--- src/rtl/sram_1p_arb_ctrl_if.sv ---
// Request/response bus between the SRAM arbiter and its two requesters.
//   wreq_*  : write request  (valid/ready, addr, data)
//   rreq_*  : read request   (valid/ready, addr)
//   rresp_* : read response  (valid/ready, data held by the controller)
// master = requester side, slave = controller side.
interface sram_1p_arb_ctrl_if #(
  parameter int DATA_W = 32,
  parameter int ADDR_W = 5
);
  logic              wreq_valid;
  logic              wreq_ready;
  logic [ADDR_W-1:0] wreq_addr;
  logic [DATA_W-1:0] wreq_data;
  logic              rreq_valid;
  logic              rreq_ready;
  logic [ADDR_W-1:0] rreq_addr;
  logic              rresp_valid;
  logic              rresp_ready;
  logic [DATA_W-1:0] rresp_data;

  modport master (
    output wreq_valid, wreq_addr, wreq_data,
    output rreq_valid, rreq_addr, rresp_ready,
    input  wreq_ready, rreq_ready, rresp_valid, rresp_data
  );

  modport slave (
    input  wreq_valid, wreq_addr, wreq_data,
    input  rreq_valid, rreq_addr, rresp_ready,
    output wreq_ready, rreq_ready, rresp_valid, rresp_data
  );
endinterface

--- src/rtl/sram_1p_arb_ctrl.sv ---
// Single-port SRAM controller: zero-fills the array after reset or on
// init_req, then arbitrates round-robin between one writer and one reader and
// holds read data in a register so the consumer never sees the raw macro Q.
// Ports:
//   CLK, RSTB        clock, asynchronous active-low reset
//   init_req         pulse in RUN: re-run the zero-fill
//   init_done        high while requests are being served
//   bus (slave)      write request, read request, read response handshakes
//   sram_ceb/web/a/d macro controls (active-low CEB/WEB)
//   sram_q           macro Q, valid only in the cycle after a read
//
// state | meaning
// ------+--------------------------------------------------------
// INIT  | writing zero to address init_cnt, no requests granted
// RUN   | arbitrating write/read requests
module sram_1p_arb_ctrl #(
  parameter int DATA_W = 32,
  parameter int DEPTH  = 32,
  parameter int ADDR_W = 5
) (
  input  logic              CLK,
  input  logic              RSTB,
  input  logic              init_req,
  output logic              init_done,
  sram_1p_arb_ctrl_if.slave bus,
  output logic              sram_ceb,
  output logic              sram_web,
  output logic [ADDR_W-1:0] sram_a,
  output logic [DATA_W-1:0] sram_d,
  input  logic [DATA_W-1:0] sram_q
);

  typedef enum logic {ST_INIT, ST_RUN} state_t;

  localparam logic [ADDR_W-1:0] LAST_ADDR = ADDR_W'(DEPTH - 1);

  state_t            state, state_nxt;
  logic [ADDR_W-1:0] init_cnt;
  logic              rd_inflight;
  logic              last_grant_w;
  logic              rresp_valid_q;
  logic [DATA_W-1:0] rresp_data_q;
  logic              rd_elig;
  logic              arb_en;
  logic              grant_w;
  logic              grant_r;

  always_ff @(posedge CLK or negedge RSTB) begin
    if (!RSTB) state <= ST_INIT;
    else       state <= state_nxt;
  end

  always_comb begin
    state_nxt = state;
    case (state)
      ST_INIT: if (init_cnt == LAST_ADDR) state_nxt = ST_RUN;
      ST_RUN:  if (init_req)              state_nxt = ST_INIT;
    endcase
  end

  // A read may only issue when nothing is in flight and the holding register
  // will be free by the time the new data lands.
  assign rd_elig = bus.rreq_valid && !rd_inflight && (!rresp_valid_q || bus.rresp_ready);
  assign arb_en  = (state == ST_RUN) && !init_req;
  assign grant_w = arb_en && bus.wreq_valid && (!rd_elig || !last_grant_w);
  assign grant_r = arb_en && rd_elig && !grant_w;

  // Macro pins are forced idle while RSTB is low, independent of the clock.
  always_comb begin
    sram_ceb       = 1'b1;
    sram_web       = 1'b1;
    sram_a         = '0;
    sram_d         = '0;
    init_done      = (state == ST_RUN);
    bus.wreq_ready = grant_w;
    bus.rreq_ready = grant_r;
    if (RSTB) begin
      if (state == ST_INIT) begin
        sram_ceb = 1'b0;
        sram_web = 1'b0;
        sram_a   = init_cnt;
      end else if (grant_w) begin
        sram_ceb = 1'b0;
        sram_web = 1'b0;
        sram_a   = bus.wreq_addr;
        sram_d   = bus.wreq_data;
      end else if (grant_r) begin
        sram_ceb = 1'b0;
        sram_a   = bus.rreq_addr;
      end
    end
  end

  always_ff @(posedge CLK or negedge RSTB) begin
    if (!RSTB) begin
      init_cnt      <= '0;
      rd_inflight   <= 1'b0;
      last_grant_w  <= 1'b0;
      rresp_valid_q <= 1'b0;
      rresp_data_q  <= '0;
    end else begin
      // Parks at zero outside INIT so a re-fill always starts at address 0.
      if (state == ST_INIT && init_cnt != LAST_ADDR) init_cnt <= init_cnt + ADDR_W'(1);
      else                                           init_cnt <= '0;

      rd_inflight <= grant_r;

      if (grant_w)      last_grant_w <= 1'b1;
      else if (grant_r) last_grant_w <= 1'b0;

      // Capture wins over a same-cycle handoff so back-to-back data is kept.
      if (rd_inflight) begin
        rresp_valid_q <= 1'b1;
        rresp_data_q  <= sram_q;
      end else if (rresp_valid_q && bus.rresp_ready) begin
        rresp_valid_q <= 1'b0;
      end
    end
  end

  assign bus.rresp_valid = rresp_valid_q;
  assign bus.rresp_data  = rresp_data_q;

endmodule

--- src/flat_wrapper.sv ---
// flat-port wrapper written by rule: the top's interface ports become plain ports
module sram_1p_arb_ctrl_flat 
#(
  parameter int DATA_W = 32,
  parameter int DEPTH  = 32,
  parameter int ADDR_W = 5
)
  (CLK, RSTB, init_req, init_done, sram_ceb, sram_web, sram_a, sram_d, sram_q, bus_wreq_valid, bus_wreq_addr, bus_wreq_data, bus_rreq_valid, bus_rreq_addr, bus_rresp_ready, bus_wreq_ready, bus_rreq_ready, bus_rresp_valid, bus_rresp_data);
  sram_1p_arb_ctrl_if #(.DATA_W(DATA_W), .ADDR_W(ADDR_W)) bus_i ();
  input  logic CLK;
  input  logic RSTB;
  input  logic init_req;
  output logic init_done;
  output logic sram_ceb;
  output logic sram_web;
  output logic [ADDR_W-1:0] sram_a;
  output logic [DATA_W-1:0] sram_d;
  input  logic [DATA_W-1:0] sram_q;
  input wire logic [$bits(bus_i.wreq_valid)-1:0] bus_wreq_valid;
  input wire logic [$bits(bus_i.wreq_addr)-1:0] bus_wreq_addr;
  input wire logic [$bits(bus_i.wreq_data)-1:0] bus_wreq_data;
  input wire logic [$bits(bus_i.rreq_valid)-1:0] bus_rreq_valid;
  input wire logic [$bits(bus_i.rreq_addr)-1:0] bus_rreq_addr;
  input wire logic [$bits(bus_i.rresp_ready)-1:0] bus_rresp_ready;
  output wire logic [$bits(bus_i.wreq_ready)-1:0] bus_wreq_ready;
  output wire logic [$bits(bus_i.rreq_ready)-1:0] bus_rreq_ready;
  output wire logic [$bits(bus_i.rresp_valid)-1:0] bus_rresp_valid;
  output wire logic [$bits(bus_i.rresp_data)-1:0] bus_rresp_data;
  assign bus_i.wreq_valid = bus_wreq_valid;
  assign bus_i.wreq_addr = bus_wreq_addr;
  assign bus_i.wreq_data = bus_wreq_data;
  assign bus_i.rreq_valid = bus_rreq_valid;
  assign bus_i.rreq_addr = bus_rreq_addr;
  assign bus_i.rresp_ready = bus_rresp_ready;
  assign bus_wreq_ready = bus_i.wreq_ready;
  assign bus_rreq_ready = bus_i.rreq_ready;
  assign bus_rresp_valid = bus_i.rresp_valid;
  assign bus_rresp_data = bus_i.rresp_data;
  sram_1p_arb_ctrl #(.DATA_W(DATA_W), .DEPTH(DEPTH), .ADDR_W(ADDR_W)) u_core (.CLK(CLK), .RSTB(RSTB), .init_req(init_req), .init_done(init_done), .bus(bus_i), .sram_ceb(sram_ceb), .sram_web(sram_web), .sram_a(sram_a), .sram_d(sram_d), .sram_q(sram_q));
endmodule
--- config.mk ---
export PLATFORM = sky130hd
export DESIGN_NAME = sram_1p_arb_ctrl_flat
export DESIGN_NICKNAME = d
export VERILOG_FILES = /design/src/rtl/sram_1p_arb_ctrl_if.sv /design/src/rtl/sram_1p_arb_ctrl.sv /design/src/flat_wrapper.sv
export SDC_FILE = /design/constraint.sdc
export NUM_CORES = 1
export LEC_CHECK = 0
export ABC_CLOCK_PERIOD_IN_PS = 2800
export CAP_MARGIN = 20
export CORE_AREA = 2 2 77 79
export DETAILED_ROUTE_END_ITERATION = 10
export DIE_AREA = 0 0 79 81
export PLACE_DENSITY = 0.85
export SYNTH_ARGS = -nofsm -noshare
export SYNTH_HDL_FRONTEND = slang
export SYNTH_SLANG_ARGS = --single-unit
--- constraint.sdc ---
create_clock -name CLK -period 2.8 [get_ports CLK]
set_input_delay 0.56 -clock CLK [delete_from_list [all_inputs] [get_ports CLK]]
set_output_delay 0.56 -clock CLK [all_outputs]
set_load 0.005 [all_outputs]
# Word level (Yosys, flattened, before mapping)
# Cells that the tools add are included.
dict set report word_totals {
  regBits 41
  elab_cells 51
  in_bits 80
  out_inout_bits 75
}
dict set report classes {
  reduce_logical 19
  bitwise 1
  addsub 1
  mux 22
  n_eq_ne 2
}
# operator count
set op_table {}
lappend op_table {{32-bit two-way mux} 3}
lappend op_table {{5-bit two-way mux} 5}
lappend op_table {{1-bit two-way mux} 13}
lappend op_table {{1-bit logical AND} 9}
lappend op_table {{1-bit zero test} 6}
lappend op_table {{5-bit by 1-bit adder with 5-bit output, second input constant} 1}
lappend op_table {{5-bit equality test, second input constant} 1}
lappend op_table {{5-bit inequality test, second input constant} 1}
lappend op_table {{2-bit nonzero test} 2}
lappend op_table {{1-bit logical OR} 2}
lappend op_table {{1-bit one-hot mux with 2 select lines} 1}
lappend op_table {{1-bit inverter} 1}

# Logic depth before layout (Yosys ltp)
dict set report depth {
  ltp_word 12
  ltp_mapped 6
  mapped_depth_nobuf 5
}

# Least setup slack after synthesis
# Ideal clock, no wire load.
dict set report synth_timing {
  path_kind {input port to output port}
  startpoint {input port bus_rresp_ready}
  endpoint {output port sram_d[13]}
  setup_slack_ps 863
  cell_stages 5
  t_required_ps 2240
  arrival_ps 1377
  cell_sequence {nand2b_1 a31oi_2 buf_4 buf_4 and3_1}
}
dict set report synth_via {
  elab_chain_cells 8
}
# element line_no
set synth_lines {}
lappend synth_lines {{start: declaration} flat_wrapper.sv:24} ;# input wire logic [$bits(bus_i.rresp_ready)-1:0] bus_rresp_ready;
lappend synth_lines {{1-bit logical OR} sram_1p_arb_ctrl.sv:63} ;# assign rd_elig = bus.rreq_valid && !rd_inflight && (!rresp_valid_q || bus.rresp_ready);
lappend synth_lines {{1-bit logical AND} sram_1p_arb_ctrl.sv:63}
lappend synth_lines {{1-bit zero test} sram_1p_arb_ctrl.sv:65} ;# assign grant_w = arb_en && bus.wreq_valid && (!rd_elig || !last_grant_w);
lappend synth_lines {{1-bit logical OR} sram_1p_arb_ctrl.sv:65}
lappend synth_lines {{1-bit logical AND} sram_1p_arb_ctrl.sv:65}
lappend synth_lines {{32-bit two-way mux} sram_1p_arb_ctrl.sv:82} ;# end else if (grant_w) begin
lappend synth_lines {{32-bit two-way mux} sram_1p_arb_ctrl.sv:78} ;# if (state == ST_INIT) begin
lappend synth_lines {{32-bit two-way mux} sram_1p_arb_ctrl.sv:77} ;# if (RSTB) begin
lappend synth_lines {{end: declaration} flat_wrapper.sv:17} ;# output logic [DATA_W-1:0] sram_d;
# Every way passes these cells.

# Worst setup path in the final report
dict set report layout_timing {
  startpoint {input port bus_wreq_valid}
  endpoint {output port sram_d[12]}
}
dict set report layout_via {
  elab_chain_cells 5
}
# element line_no
set layout_lines {}
lappend layout_lines {{start: declaration} flat_wrapper.sv:19} ;# input wire logic [$bits(bus_i.wreq_valid)-1:0] bus_wreq_valid;
lappend layout_lines {{1-bit logical AND (2 in a row)} sram_1p_arb_ctrl.sv:65}
lappend layout_lines {{32-bit two-way mux} sram_1p_arb_ctrl.sv:82}
lappend layout_lines {{32-bit two-way mux} sram_1p_arb_ctrl.sv:78}
lappend layout_lines {{32-bit two-way mux} sram_1p_arb_ctrl.sv:77}
# Every way passes these cells.

==> impl_metrics.json <==
{
  "worst_pin_slew_ps": 440,
  "antenna_found_initial": 0,
  "critPathKind": "primary input to output pin",
  "drt-initial-drc-count": 60,
  "synth_top_area_cell": "dfrtp_1",
  "hold_path_class": "primary input to async pin",
  "ioPinCount": 155,
  "start_util_pct": 34.7,
  "crit_start": "bus_wreq_valid",
  "synthTopCellsByArea": "dfrtp_1 (52%), mux2_2 (18%), and3_1 (10%), a221oi_1 (2.2%), o21ai_0 (2.0%)",
  "crit_chain": "dlygate4sd2_1 -> nand3b_1 -> a31oi_4 -> buf_12 -> buf_4 -> bufbuf_16 -> and3_1 -> dlygate4sd2_1",
  "fin_crit_ps": 2720,
  "syn_to_final_growth_pct": 96.5,
  "switching_share_pct": 27.1,
  "maxSlewHeadroom_pct": 70.7,
  "crit_path_max_fanout": 11,
  "timing_max_transition_violations_final": 0,
  "yosysTopAreaCellShare_pct": 52.1,
  "grt_usage_pct": 21.1,
  "grt_pass1_vias": 2086,
  "viasPerCell": 4.88,
  "design.die.area_mm2": 0.00640,
  "wl_mm": 6.71,
  "syn-num-nets": 245,
  "drive_above_1_share_pct": 21.5,
  "rsz0062_at_grt": "false",
  "combinationalPowerShare_pct": 44.5,
  "syn_inst": 163,
  "cts_max_path_buffers": 2,
  "ir_worst_vdd_v": 0.000598,
  "num_rows": 28,
  "fin_tns_setup_ps": 0,
  "setup_viol": 0,
  "wire_per_inst_um": 16.4,
  "ant_nets": 0,
  "grt_pass1_wl_mm": 10.4,
  "finalCritPeriodShare_pct": 97.1,
  "vias": 2001,
  "max_freq_ghz": 0.368,
  "arrival_ps": 2160,
  "clock_latency_ps": 280,
  "p_leak_nw": 1.92,
  "cp_data_required_time_ps": 2240,
  "htreeDepth": 2,
  "final_nets": 416,
  "hold_viol_final": 0,
  "first_pass_iters": 4,
  "power_frac_clock_pct": 16.0,
  "reg2regPathDepth": 5,
  "diodes": 0,
  "syn-mean-instance-area_um2": 12.1,
  "cts_root_buf": "clkbuf_8",
  "final_common_cell": "clkdlybuf4s50_1",
  "skew_ps": 3.93,
  "slowest_delay_ps": 320,
  "regToRegStartpoint": "u_core.init_cnt[0]",
  "clock-sinks": 41,
  "setup.worst_path.end_class": "output pin",
  "die_w_um": 79,
  "crit_family": "buffers and inverters",
  "synth_ff_type": "dfrtp_1",
  "switchingPower_w": 0.000701,
  "ys_types": 27,
  "pwr-share-seq_pct": 39.5,
  "cp.depth": 8,
  "crit_slowest_cell": "dlygate4sd2_1",
  "synth_area_mm2": 0.00197,
  "dp.cells": 394,
  "nFillCells": 438,
  "cts_tree": "built",
  "synth-warning-count": 0,
  "place_congestion": 0.822,
  "cpMostUsedCell": "dlygate4sd2_1",
  "cts_made_buffers": 5,
  "grt_overflow": 0,
  "final_cell_mix": "clkdlybuf4s50_1 (111), dfrtp_1 (41), dlygate4sd2_1 (39)",
  "fp.coreArea_mm2": 0.00568,
  "path_clk_slew_ps": 80,
  "status": "complete, no violations",
  "cp-start-kind": "primary input",
  "async_flop_share_pct": 100,
  "internal_power_w": 0.00189,
  "grt_max_degree": 37,
  "dp_hpwl_mm": 5.03,
  "synth_edf_count": 0,
  "seq_area_frac_synth_pct": 52.1,
  "port_buffers": 154,
  "powerDensity_mw_per_mm2": 670,
  "cap_violations": 0,
  "rrSetupSlack_ps": 1350,
  "critPathBufInv": 5,
  "yosys_register_bits": 41,
  "stdcell_count": 410,
  "die_h_um": 81,
  "drc": 0
}
cell type report:
class	instances	area (um2)	share of cell area (%)
multi-input combinational	107	905	23.4
timing repair buffer	177	1730	44.8
inverter	2	7.51	0.194
clock buffer	7	96.3	2.49
tap	75	93.8	2.43
clock inverter	1	5.00	0.129
sequential	41	1030	26.5
worst register-to-register path, cell delays in order (launching register included):
cell     delay [ps]
dfrtp_1         410
ha_1            230
and3_1          190
ha_1            230
nor2_1          180
and2_1          140
flip-flops by register name (all words and copies together) (netlist names):
name / cells
u_core.bus.rresp_data: 32
u_core.bus.rresp_valid: 1
u_core.rd_inflight: 1
u_core.init_done: 1
u_core.init_cnt: 5
u_core.last_grant_w: 1
repair_timing:
item,4_1_cts,5_1_grt
setup buffers,6,0
hold buffers,0,0
endpoints found under the setup margin,39,0
resized for setup,53,0
endpoints found under the hold margin,0,0
cells by family (layout without fill, tap and decap cells):
group                      after synthesis  after routing  synth area share (%)
and+or+nand+nor                         53             53                  16.3
xor gates and xnor gates                 2              2                 0.890
AOI/OAI and AO/OA                       18             18                  7.25
adders and majority gates                2              2                  1.27
muxes                                   32             32                  18.3
DFF                                     41             41                  52.1
buffers and inverters                   15            187                  3.88
synth_stat cells, types with 2 or more instances:
cell      instances
mux2_2           32
and2_1            3
buf_2             4
nor2_1            6
ha_1              2
nor3_1            3
a21oi_1           2
buf_4             2
and3_1           33
o21ai_0           8
inv_1             2
nand2b_1          2
a221oi_1          5
clkbuf_1          6
dfrtp_1          41
power groups by stage:
stage	clock network, W	registers (W)	logic, W
3_5_place_dp	0	0.00103	0.00116
6_report	0.000415	0.00102	0.00115
3_3_place_gp	0	0.00101	0.00113
2_1_floorplan	0	0.00104	0.000386
4_1_cts	0.000430	0.00103	0.00117
5_1_grt	0.000455	0.00106	0.00126
layer usage:
layer	part of all wire (%)	vias up	wire [um]	global-route usage, %
li1	-	930	-	-
met1	37	961	2490	23.7
met2	51	100	3420	37.4
met3	10	10	696	8.11
met4	1.4	0	94	6.38
met5	0	-	0	0
metrics by stage:
step | utilization, % | worst slack [ps] | hold WS, ps | area [um2] | power (W)
after floorplan | - | 863 | 264 | 1970 | 0.00142
after global placement | 64.6 | -227 | 488 | 3670 | 0.00215
after detailed placement | 64.6 | -261 | 480 | 3670 | 0.00219
after CTS | 68.1 | 97.0 | 168 | 3870 | 0.00263
after global routing | 68.1 | 10.9 | 169 | 3870 | 0.00277
final | 68.1 | 82.4 | 169 | 3870 | 0.00259
path summary, 6_finish.rpt:
path                                            to
worst max-delay path                    sram_d[12]
worst min-delay path              u_core.init_done
worst max register to register  u_core.init_cnt[1]
worst min register to register  u_core.init_cnt[0]
max in group asynchronous       u_core.init_cnt[4]
min in group CLK                u_core.init_cnt[0]
(Power assumes the default switching activity.)
